--- config.mk ---
export PLATFORM = sky130hd
export DESIGN_NAME = wb_collector_flat
export DESIGN_NICKNAME = d
export VERILOG_FILES = /design/src/rtl/wb_collector_if.sv /design/src/rtl/wb_collector.sv /design/src/flat_wrapper.sv
export SDC_FILE = /design/constraint.sdc
export NUM_CORES = 1
export LEC_CHECK = 0
export CAP_MARGIN = 20
export CELL_PAD_IN_SITES_DETAIL_PLACEMENT = 1
export CELL_PAD_IN_SITES_GLOBAL_PLACEMENT = 1
export CORE_AREA = 2 2 143 145
export CTS_BUF_LIST = sky130_fd_sc_hd__clkbuf_16
export CTS_CLUSTER_SIZE = 8
export DETAILED_ROUTE_END_ITERATION = 8
export DIE_AREA = 0 0 145 147
export PLACE_DENSITY_LB_ADDON = 0.1
export SYNTH_ARGS = -nofsm -noshare
export SYNTH_HDL_FRONTEND = slang
export SYNTH_SLANG_ARGS = --single-unit
--- constraint.sdc ---
create_clock -name clk -period 2.55 [get_ports clk]
set_clock_uncertainty 0.2 [all_clocks]
set_input_delay 0.255 -clock clk [delete_from_list [all_inputs] [get_ports clk]]
set_output_delay 0.255 -clock clk [all_outputs]
set_load 0.03 [all_outputs]
--- src/rtl/wb_collector_if.sv ---
// ---------------------------------------------------------------------------
// wb_collector_if
//
// Purpose: groups the issue-side control and the register-bank write port
// of the write-back collector into one bundle.
//
// Signals:
//   issue_valid  1   an operation enters the execute units this cycle
//   issue_rd     5   destination register of the issued operation
//   issue_unit   2   producing unit: 0 logic, 1 adder, 2 shifter, 3 aux
//   flush        1   kill all in-flight operations (branch redirect)
//   regwr_en     1   register-bank write strobe
//   regwr_addr   5   register-bank write address
//   regwr_data   32  register-bank write data
//
// Modports:
//   master  issue stage / environment: drives issue_* and flush, observes regwr_*
//   slave   wb_collector: observes issue_* and flush, drives regwr_*
// ---------------------------------------------------------------------------
interface wb_collector_if;
    logic        issue_valid;
    logic [4:0]  issue_rd;
    logic [1:0]  issue_unit;
    logic        flush;
    logic        regwr_en;
    logic [4:0]  regwr_addr;
    logic [31:0] regwr_data;

    modport master (
        output issue_valid,
        output issue_rd,
        output issue_unit,
        output flush,
        input  regwr_en,
        input  regwr_addr,
        input  regwr_data
    );

    modport slave (
        input  issue_valid,
        input  issue_rd,
        input  issue_unit,
        input  flush,
        output regwr_en,
        output regwr_addr,
        output regwr_data
    );
endinterface

--- src/rtl/wb_collector.sv ---
// ---------------------------------------------------------------------------
// wb_collector
//
// Purpose: write-back collector for the execute stage. Every operation
// issued into the fixed-latency execute units (logic, adder, shifter, aux,
// each DEPTH stages deep) is followed by a tag pipeline of the same depth.
// When a tag reaches the last stage, the matching unit's result is on its
// bus and is registered onto the register-bank write port. A per-register
// counter of in-flight writes drives busy_mask and the RAW hazard output.
//
// Parameters:
//   DEPTH  pipeline depth of every execute unit (1..8)
//
// Ports:
//   clk, reset            clock, synchronous active-high reset
//   bus (slave)           issue_valid/rd/unit, flush in; regwr_en/addr/data out
//   result_logic/add/shift/aux  32-bit unit result buses
//   query_rs1, query_rs2  source registers of the operation being considered
//   hazard                a queried source has a pending write
//   busy_mask             bit r set when register r has a pending write
//   fwd_rs1/2_valid/data  forwarded retire-slot value (WB_BYPASS_EN only)
//
// Optional feature: define WB_BYPASS_EN to forward the retiring value to the
// query ports and suppress the hazard it would otherwise raise.
// ---------------------------------------------------------------------------
module wb_collector #(
    parameter int DEPTH = 3
) (
    input  logic                 clk,
    input  logic                 reset,
    wb_collector_if.slave        bus,
    input  logic [31:0]          result_logic,
    input  logic [31:0]          result_add,
    input  logic [31:0]          result_shift,
    input  logic [31:0]          result_aux,
    input  logic [4:0]           query_rs1,
    input  logic [4:0]           query_rs2,
    output logic                 hazard,
    output logic [31:0]          busy_mask
`ifdef WB_BYPASS_EN
    ,
    output logic                 fwd_rs1_valid,
    output logic                 fwd_rs2_valid,
    output logic [31:0]          fwd_rs1_data,
    output logic [31:0]          fwd_rs2_data
`endif
);

    localparam int CW = $clog2(DEPTH + 1);

    // Tag pipeline: stage k describes the operation currently in stage k of
    // every execute unit. Only the valid bits are reset/flushed.
    logic [DEPTH-1:0]       tag_vld_p;
    logic [DEPTH-1:0][4:0]  tag_rd_p;
    logic [DEPTH-1:0][1:0]  tag_unit_p;

    // Pending-write counters, one per architectural register.
    logic [CW-1:0]          count [32];

    logic                   iss_cnt;
    logic                   ret_vld;
    logic [4:0]             ret_rd;
    logic [31:0]            ret_data;
    logic                   byp1;
    logic                   byp2;
    logic                   pend1;
    logic                   pend2;

    function automatic logic [31:0] select_result(
        input logic [1:0]  unit,
        input logic [31:0] r_logic,
        input logic [31:0] r_add,
        input logic [31:0] r_shift,
        input logic [31:0] r_aux
    );
        logic [31:0] sel;
        case (unit)
            2'd0:    sel = r_logic;
            2'd1:    sel = r_add;
            2'd2:    sel = r_shift;
            default: sel = r_aux;
        endcase
        return sel;
    endfunction

    // Simultaneous increment and decrement cancel.
    function automatic logic [CW-1:0] count_next(
        input logic [CW-1:0] cur,
        input logic          inc,
        input logic          dec
    );
        logic [CW-1:0] nxt;
        nxt = cur;
        if (inc && !dec) begin
            nxt = cur + CW'(1);
        end else if (dec && !inc) begin
            nxt = cur - CW'(1);
        end
        return nxt;
    endfunction

    // r0 writes ride the pipeline but never touch the scoreboard or the bank.
    assign iss_cnt  = bus.issue_valid && (bus.issue_rd != 5'd0);
    assign ret_rd   = tag_rd_p[DEPTH-1];
    assign ret_vld  = tag_vld_p[DEPTH-1] && (ret_rd != 5'd0);
    assign ret_data = select_result(tag_unit_p[DEPTH-1], result_logic,
                                    result_add, result_shift, result_aux);

    // ---- tag pipeline: stage 0 loads issue, stage k loads stage k-1 ----
    always_ff @(posedge clk) begin
        if (reset || bus.flush) begin
            tag_vld_p <= '0;
        end else begin
            tag_vld_p[0] <= bus.issue_valid;
            for (int k = 1; k < DEPTH; k++) begin
                tag_vld_p[k] <= tag_vld_p[k-1];
            end
        end
    end

    always_ff @(posedge clk) begin
        tag_rd_p[0]   <= bus.issue_rd;
        tag_unit_p[0] <= bus.issue_unit;
        for (int k = 1; k < DEPTH; k++) begin
            tag_rd_p[k]   <= tag_rd_p[k-1];
            tag_unit_p[k] <= tag_unit_p[k-1];
        end
    end

    // ---- scoreboard update: issue increments, retire decrements ----
    always_ff @(posedge clk) begin
        if (reset || bus.flush) begin
            for (int r = 0; r < 32; r++) begin
                count[r] <= '0;
            end
        end else begin
            count[0] <= '0;
            for (int r = 1; r < 32; r++) begin
                count[r] <= count_next(count[r],
                                       iss_cnt && (bus.issue_rd == 5'(r)),
                                       ret_vld && (ret_rd == 5'(r)));
            end
        end
    end

    // ---- retire stage: register the write port ----
    // A flush in the retire cycle kills the write; addr/data then hold.
    always_ff @(posedge clk) begin
        if (reset) begin
            bus.regwr_en   <= 1'b0;
            bus.regwr_addr <= 5'd0;
            bus.regwr_data <= 32'd0;
        end else begin
            bus.regwr_en <= ret_vld && !bus.flush;
            if (ret_vld && !bus.flush) begin
                bus.regwr_addr <= ret_rd;
                bus.regwr_data <= ret_data;
            end
        end
    end

    always_comb begin
        busy_mask = '0;
        for (int r = 1; r < 32; r++) begin
            busy_mask[r] = (count[r] != '0);
        end
    end

`ifdef WB_BYPASS_EN
    // Forwarding is only safe when the retiring write is the sole pending
    // write to that register; a younger in-flight write keeps the hazard.
    assign byp1 = ret_vld && (ret_rd == query_rs1) && (query_rs1 != 5'd0) &&
                  (count[query_rs1] == CW'(1));
    assign byp2 = ret_vld && (ret_rd == query_rs2) && (query_rs2 != 5'd0) &&
                  (count[query_rs2] == CW'(1));

    assign fwd_rs1_valid = byp1;
    assign fwd_rs2_valid = byp2;
    assign fwd_rs1_data  = ret_data;
    assign fwd_rs2_data  = ret_data;
`else
    assign byp1 = 1'b0;
    assign byp2 = 1'b0;
`endif

    // hazard depends only on query_* and registered state.
    assign pend1  = (query_rs1 != 5'd0) && busy_mask[query_rs1];
    assign pend2  = (query_rs2 != 5'd0) && busy_mask[query_rs2];
    assign hazard = (pend1 && !byp1) || (pend2 && !byp2);

endmodule
--- src/flat_wrapper.sv ---
// flat-port wrapper written by rule: the top's interface ports become plain ports
module wb_collector_flat 
#(
    parameter int DEPTH = 3
)
  (clk, reset, result_logic, result_add, result_shift, result_aux, query_rs1, query_rs2, hazard, busy_mask, bus_issue_valid, bus_issue_rd, bus_issue_unit, bus_flush, bus_regwr_en, bus_regwr_addr, bus_regwr_data);
  wb_collector_if bus_i ();
  input  logic clk;
  input  logic reset;
  input  logic [31:0] result_logic;
  input  logic [31:0] result_add;
  input  logic [31:0] result_shift;
  input  logic [31:0] result_aux;
  input  logic [4:0] query_rs1;
  input  logic [4:0] query_rs2;
  output logic hazard;
  output logic [31:0] busy_mask;
  input wire logic [$bits(bus_i.issue_valid)-1:0] bus_issue_valid;
  input wire logic [$bits(bus_i.issue_rd)-1:0] bus_issue_rd;
  input wire logic [$bits(bus_i.issue_unit)-1:0] bus_issue_unit;
  input wire logic [$bits(bus_i.flush)-1:0] bus_flush;
  output wire logic [$bits(bus_i.regwr_en)-1:0] bus_regwr_en;
  output wire logic [$bits(bus_i.regwr_addr)-1:0] bus_regwr_addr;
  output wire logic [$bits(bus_i.regwr_data)-1:0] bus_regwr_data;
  assign bus_i.issue_valid = bus_issue_valid;
  assign bus_i.issue_rd = bus_issue_rd;
  assign bus_i.issue_unit = bus_issue_unit;
  assign bus_i.flush = bus_flush;
  assign bus_regwr_en = bus_i.regwr_en;
  assign bus_regwr_addr = bus_i.regwr_addr;
  assign bus_regwr_data = bus_i.regwr_data;
  wb_collector #(.DEPTH(DEPTH)) u_core (.clk(clk), .reset(reset), .bus(bus_i), .result_logic(result_logic), .result_add(result_add), .result_shift(result_shift), .result_aux(result_aux), .query_rs1(query_rs1), .query_rs2(query_rs2), .hazard(hazard), .busy_mask(busy_mask));
endmodule
After elaboration in Yosys (flattened, before gate mapping)
Memory sizes are Yosys's and may differ from the RTL's.
Index checks and enable logic that the tools add are counted.
{"block": "totals", "n_memories": 1, "wordCells": 534, "ramBits": 64, "ff_bits": 62}
{"memory": "u_core.count", "words": 32, "width": 2, "rd": 31, "rd_ports_with_merged_regs": 0, "wr": 32, "line": "wb_collector.sv:58", "source": "logic [CW-1:0] count [32];"}
{"block": "classes", "bitwise_logic": 32, "n_lt_le_gt_ge": 2, "n_eq_ne": 64, "reduce_logical": 230, "n_mux": 133, "add_sub_neg": 62}
{"cell": "2-bit 2-to-1 mux", "count": 125}
{"cell": "5-bit equality test (second input constant)", "count": 32}
{"cell": "1-bit logical AND", "count": 129}
{"cell": "32-bit one-hot mux with 3 select lines", "count": 1}
{"cell": "5-bit by 4-bit equality test with 1-bit output (second input constant)", "count": 16}
{"cell": "1-bit zero test", "count": 63}
{"cell": "2-bit by 1-bit adder with 2-bit output (second input constant)", "count": 31}
{"cell": "2-bit nonzero test", "count": 31}
{"cell": "2-bit by 1-bit subtractor with 2-bit output (second input constant)", "count": 31}
{"cell": "5-bit by 3-bit equality test with 1-bit output (second input constant)", "count": 8}
{"cell": "1-bit OR", "count": 32}
{"cell": "5-bit by 2-bit equality test with 1-bit output (second input constant)", "count": 4}
{"cell": "5-bit nonzero test", "count": 4}
{"cell": "5-bit by 6-bit < comparator with 1-bit output (second input constant)", "count": 2}
{"cell": "1-bit binary-select mux with 5-bit select", "count": 2}
{"cell": "5-bit by 1-bit equality test with 1-bit output (second input constant)", "count": 2}
{"cell": "1-bit 2-to-1 mux", "count": 5}
{"cell": "2-bit by 1-bit equality test with 1-bit output (second input constant)", "count": 1}
{"cell": "2-bit equality test (second input constant)", "count": 1}
{"cell": "2-bit zero test", "count": 1}
{"cell": "1-bit logical OR", "count": 2}

Longest topological paths before layout
{"block": "depth", "depth_word": 9, "ltp_mapped": 9}

Least setup slack after synthesis
No wires, ideal clock.
{"block": "synth_timing", "path_kind": "reg2out", "start": "memory u_core.count[6][0] (netlist bit)", "end": "output hazard", "t_required_ps": 2095, "path_stages_with_launch": 7, "arrival_time_ps": 2159, "n_path_buf": 0, "path_slack_ps": -64, "path_cell_list": "dfxtp_1 -> or2_1 -> mux4_2 -> o21a_1 -> a21oi_2 -> a311oi_1 -> or4_1"}
{"element": "from (decl)", "line": "wb_collector.sv:58"}
{"element": "to (decl)", "line": "flat_wrapper.sv:16", "source": "output logic hazard;"}

==> impl_metrics.ini <==
[sta]
slew_viol_final = 0
finalCriticalPeriod_ps = 2950
fin_ws_ps = -396
fin_crit_sh = 1.16
hold_viol = 0
fmax_ghz = 0.339
setup_violations = 1
worst_pin_slew_ps = 587
rsz0062_at_grt = yes
slew_headroom = 0.609

[detailed_routing]
ant_nets = 0
routed_wl_mm = 24.9
wl_per_cell_um = 18.2
vias_per_cell = 4.99
drtIter0Drc = 205
num_vias = 6832
drt_first_pass_iters = 5
drc_errors = 0

[hold_path]
hold_class = input pin to flop
min_from = bus_issue_unit[1]

[clocking]
clockBufferDepth = 2
numCtsBuffers = 17
clk_pin_slew_ps = 60
cts.sink_count = 124
cts_hold_buf = 0
cts_max_level = 4
cts_tree = yes
clockRootBuffer = clkbuf_16
clkLatencyLatePin_ps = 420
post_cts_buffers = 0

[synthesis]
synth.most_common_cell = dfxtp_1
ys_seq_elements = 124
ys_top_cells_by_area = dfxtp_1 (37%), mux4_2 (14%), xor2_1 (8.2%)
synth_common_cells = dfxtp_1 (124), nand2_1 (96), nor2_1 (95)
synth_area_leader_cell = dfxtp_1
ys_warn_count = 0
yosysSeqAreaShare = 0.373
synth_cells = 738
syn_nets = 918
netlist_area_mm2 = 0.00666
avgSynthCellArea_um2 = 9.02
synth.distinct_cells = 50
yosysTopAreaCellShare = 0.373
ys.flop_type = dfxtp_1
synth_edf_count = 0
synthArstFlopShare = 0

[worst_setup_path]
endpoint_kind = output pin
critPathRequiredTime_ps = 2100
crit_type = flop to output pin
cp-start-kind = flop
crit_path_start = u_core.count[25][0]$_SDFFE_PP0P_
rr_worst_depth = 6
rr_endpoint = u_core.count[31][1]$_SDFFE_PP0P_
r2r-start = u_core.ret_rd[4]$_DFF_P_
crit_end = hazard
cpMaxStageDelayCell = or4_4
max_stage_delay_ps = 540
r2r_slack_ps = 290
cp.arrival_ps = 2490
path_cells = or2_4 > mux4_2 > o311ai_2 > a21oi_1 > or4_4 > buf_6
path_max_fanout = 3

[power]
p_per_area_mw_per_mm2 = 453
ir_drop_v = 0.000519
power.leakage_uw = 0.00439
fin_total_pwr_uw = 4880

[layout]
layout-drive-gt1-share = 0.223
final_nets = 1264
syn2layout_area_growth_pct = 61.8

[run_status]
violations = setup timing
status = finished with violations

[die]
die_h_um = 147
coreArea_mm2 = 0.0198
dieWidth_um = 145
boundaryPins = 220
placementRows = 52
initial_core_util = 0.336
fp.dieArea_mm2 = 0.0213

[placement]
detailedPlace.worstSlack_ps = -868
gp_congestion = 0.816
hpwl_mm = 20.3
portBuffers = 218

[grt]
track_usage = 0.235
grt_pass1_wl_mm = 39.7
grt_overflow_total = 0
grt_pass1_vias = 7644
grt_max_degree = 37
antenna_found_initial = 3

[job]
drv_cap = 0
==> cells in the final DEF (no fill, tap or decap), drive strengths merged, types with 6 or more instances in the layout <==
cell,n
a21oi,70
buf,150
clkbuf,17
clkdlybuf4s50,216
clkinv,7
dfxtp,124
ha,31
inv,28
mux4,41
nand2,96
nand3,10
nor2,95
nor2b,6
nor3,9
o21ai,32
or2,14
or3,32
xor2,62
==> final cells by class <==
class	instances	area, um^2
Antenna cell	2	5.00
Tap cell	270	338
Inverter	25	93.8
Clock inverter	15	125
Timing Repair Buffer	367	3350
Fill cell	2275	9070
Sequential cell	124	2490
Multi-Input combinational cell	549	3960
Clock buffer	17	425
==> kinds of logic after synthesis <==
family	count (synthesis)	synth area share
DFF	124	0.373
buffers and inverters	65	0.0395
muxes	43	0.142
AOI/OAI and AO/OA	125	0.106
and+or+nand+nor	287	0.199
adders and majority gates	31	0.0582
other	1	0.000563
xor gates and xnor gates	62	0.0815
==> metrics by stage <==
stage                     area [um^2]  TNS [ps]  hold slack (ps)   util  instances
after floorplan                  6660         0             82.7      -        738
after global placement          10200     -1110              110  0.513       1335
after detailed placement        10200     -1500              113  0.513       1335
after CTS                       10700      -404             81.3  0.542       1367
after global routing            10800      -443             77.6  0.543       1369
final                           10800      -396             95.5  0.543       1369
==> repair_timing <==
action	CTS	global route
setup endpoints to repair	1	1
gates resized for setup	15	7
pin swaps	6	2
==> critical path, delay by kind of cell, from the launching register on <==
family / cells / cell delay, ps
buffers and inverters: 1 / 150
flip-flops: 1 / 320
AND/OR/NAND/NOR: 2 / 800
AO/OA/AOI/OAI: 2 / 320
multiplexers: 1 / 490
==> state kept, by name, indices dropped and copies added (netlist names) <==
name / flops
u_core.tag_rd_p: 10
u_core.ret_rd: 5
u_core.bus.regwr_en: 1
u_core.bus.regwr_data: 32
u_core.tag_vld_p: 3
u_core.bus.regwr_addr: 5
u_core.tag_unit_p: 6
u_core.count: 62
==> per-layer routing <==
metal  track usage  wire length (um)  vias up
met2         0.441             13100      205
met5             0                11        -
met4        0.0817               578        2
li1              -                 -     3268
met1         0.243              9520     3316
met3        0.0795              1660       41
==> where the power goes <==
| part | switching [uW] | internal (uW) |
|---|---|---|
| registers | 19.3 | 1960 |
| clock network | 925 | 1330 |
| logic | 244 | 398 |
==> worst min path at each step <==
stage	end	slack [ps]	depth (start not counted)
finish	u_core.tag_unit_p[1]$_DFF_P_	100	1
global route	u_core.tag_unit_p[1]$_DFF_P_	80	1
CTS	u_core.tag_unit_p[1]$_DFF_P_	80	1
detailed placement	u_core.tag_rd_p[6]$_DFF_P_	110	0
global placement	u_core.tag_unit_p[5]$_DFF_P_	110	0
floorplan	u_core.tag_rd_p[0]$_DFF_P_	80	0
(Power assumes the default switching activity.)
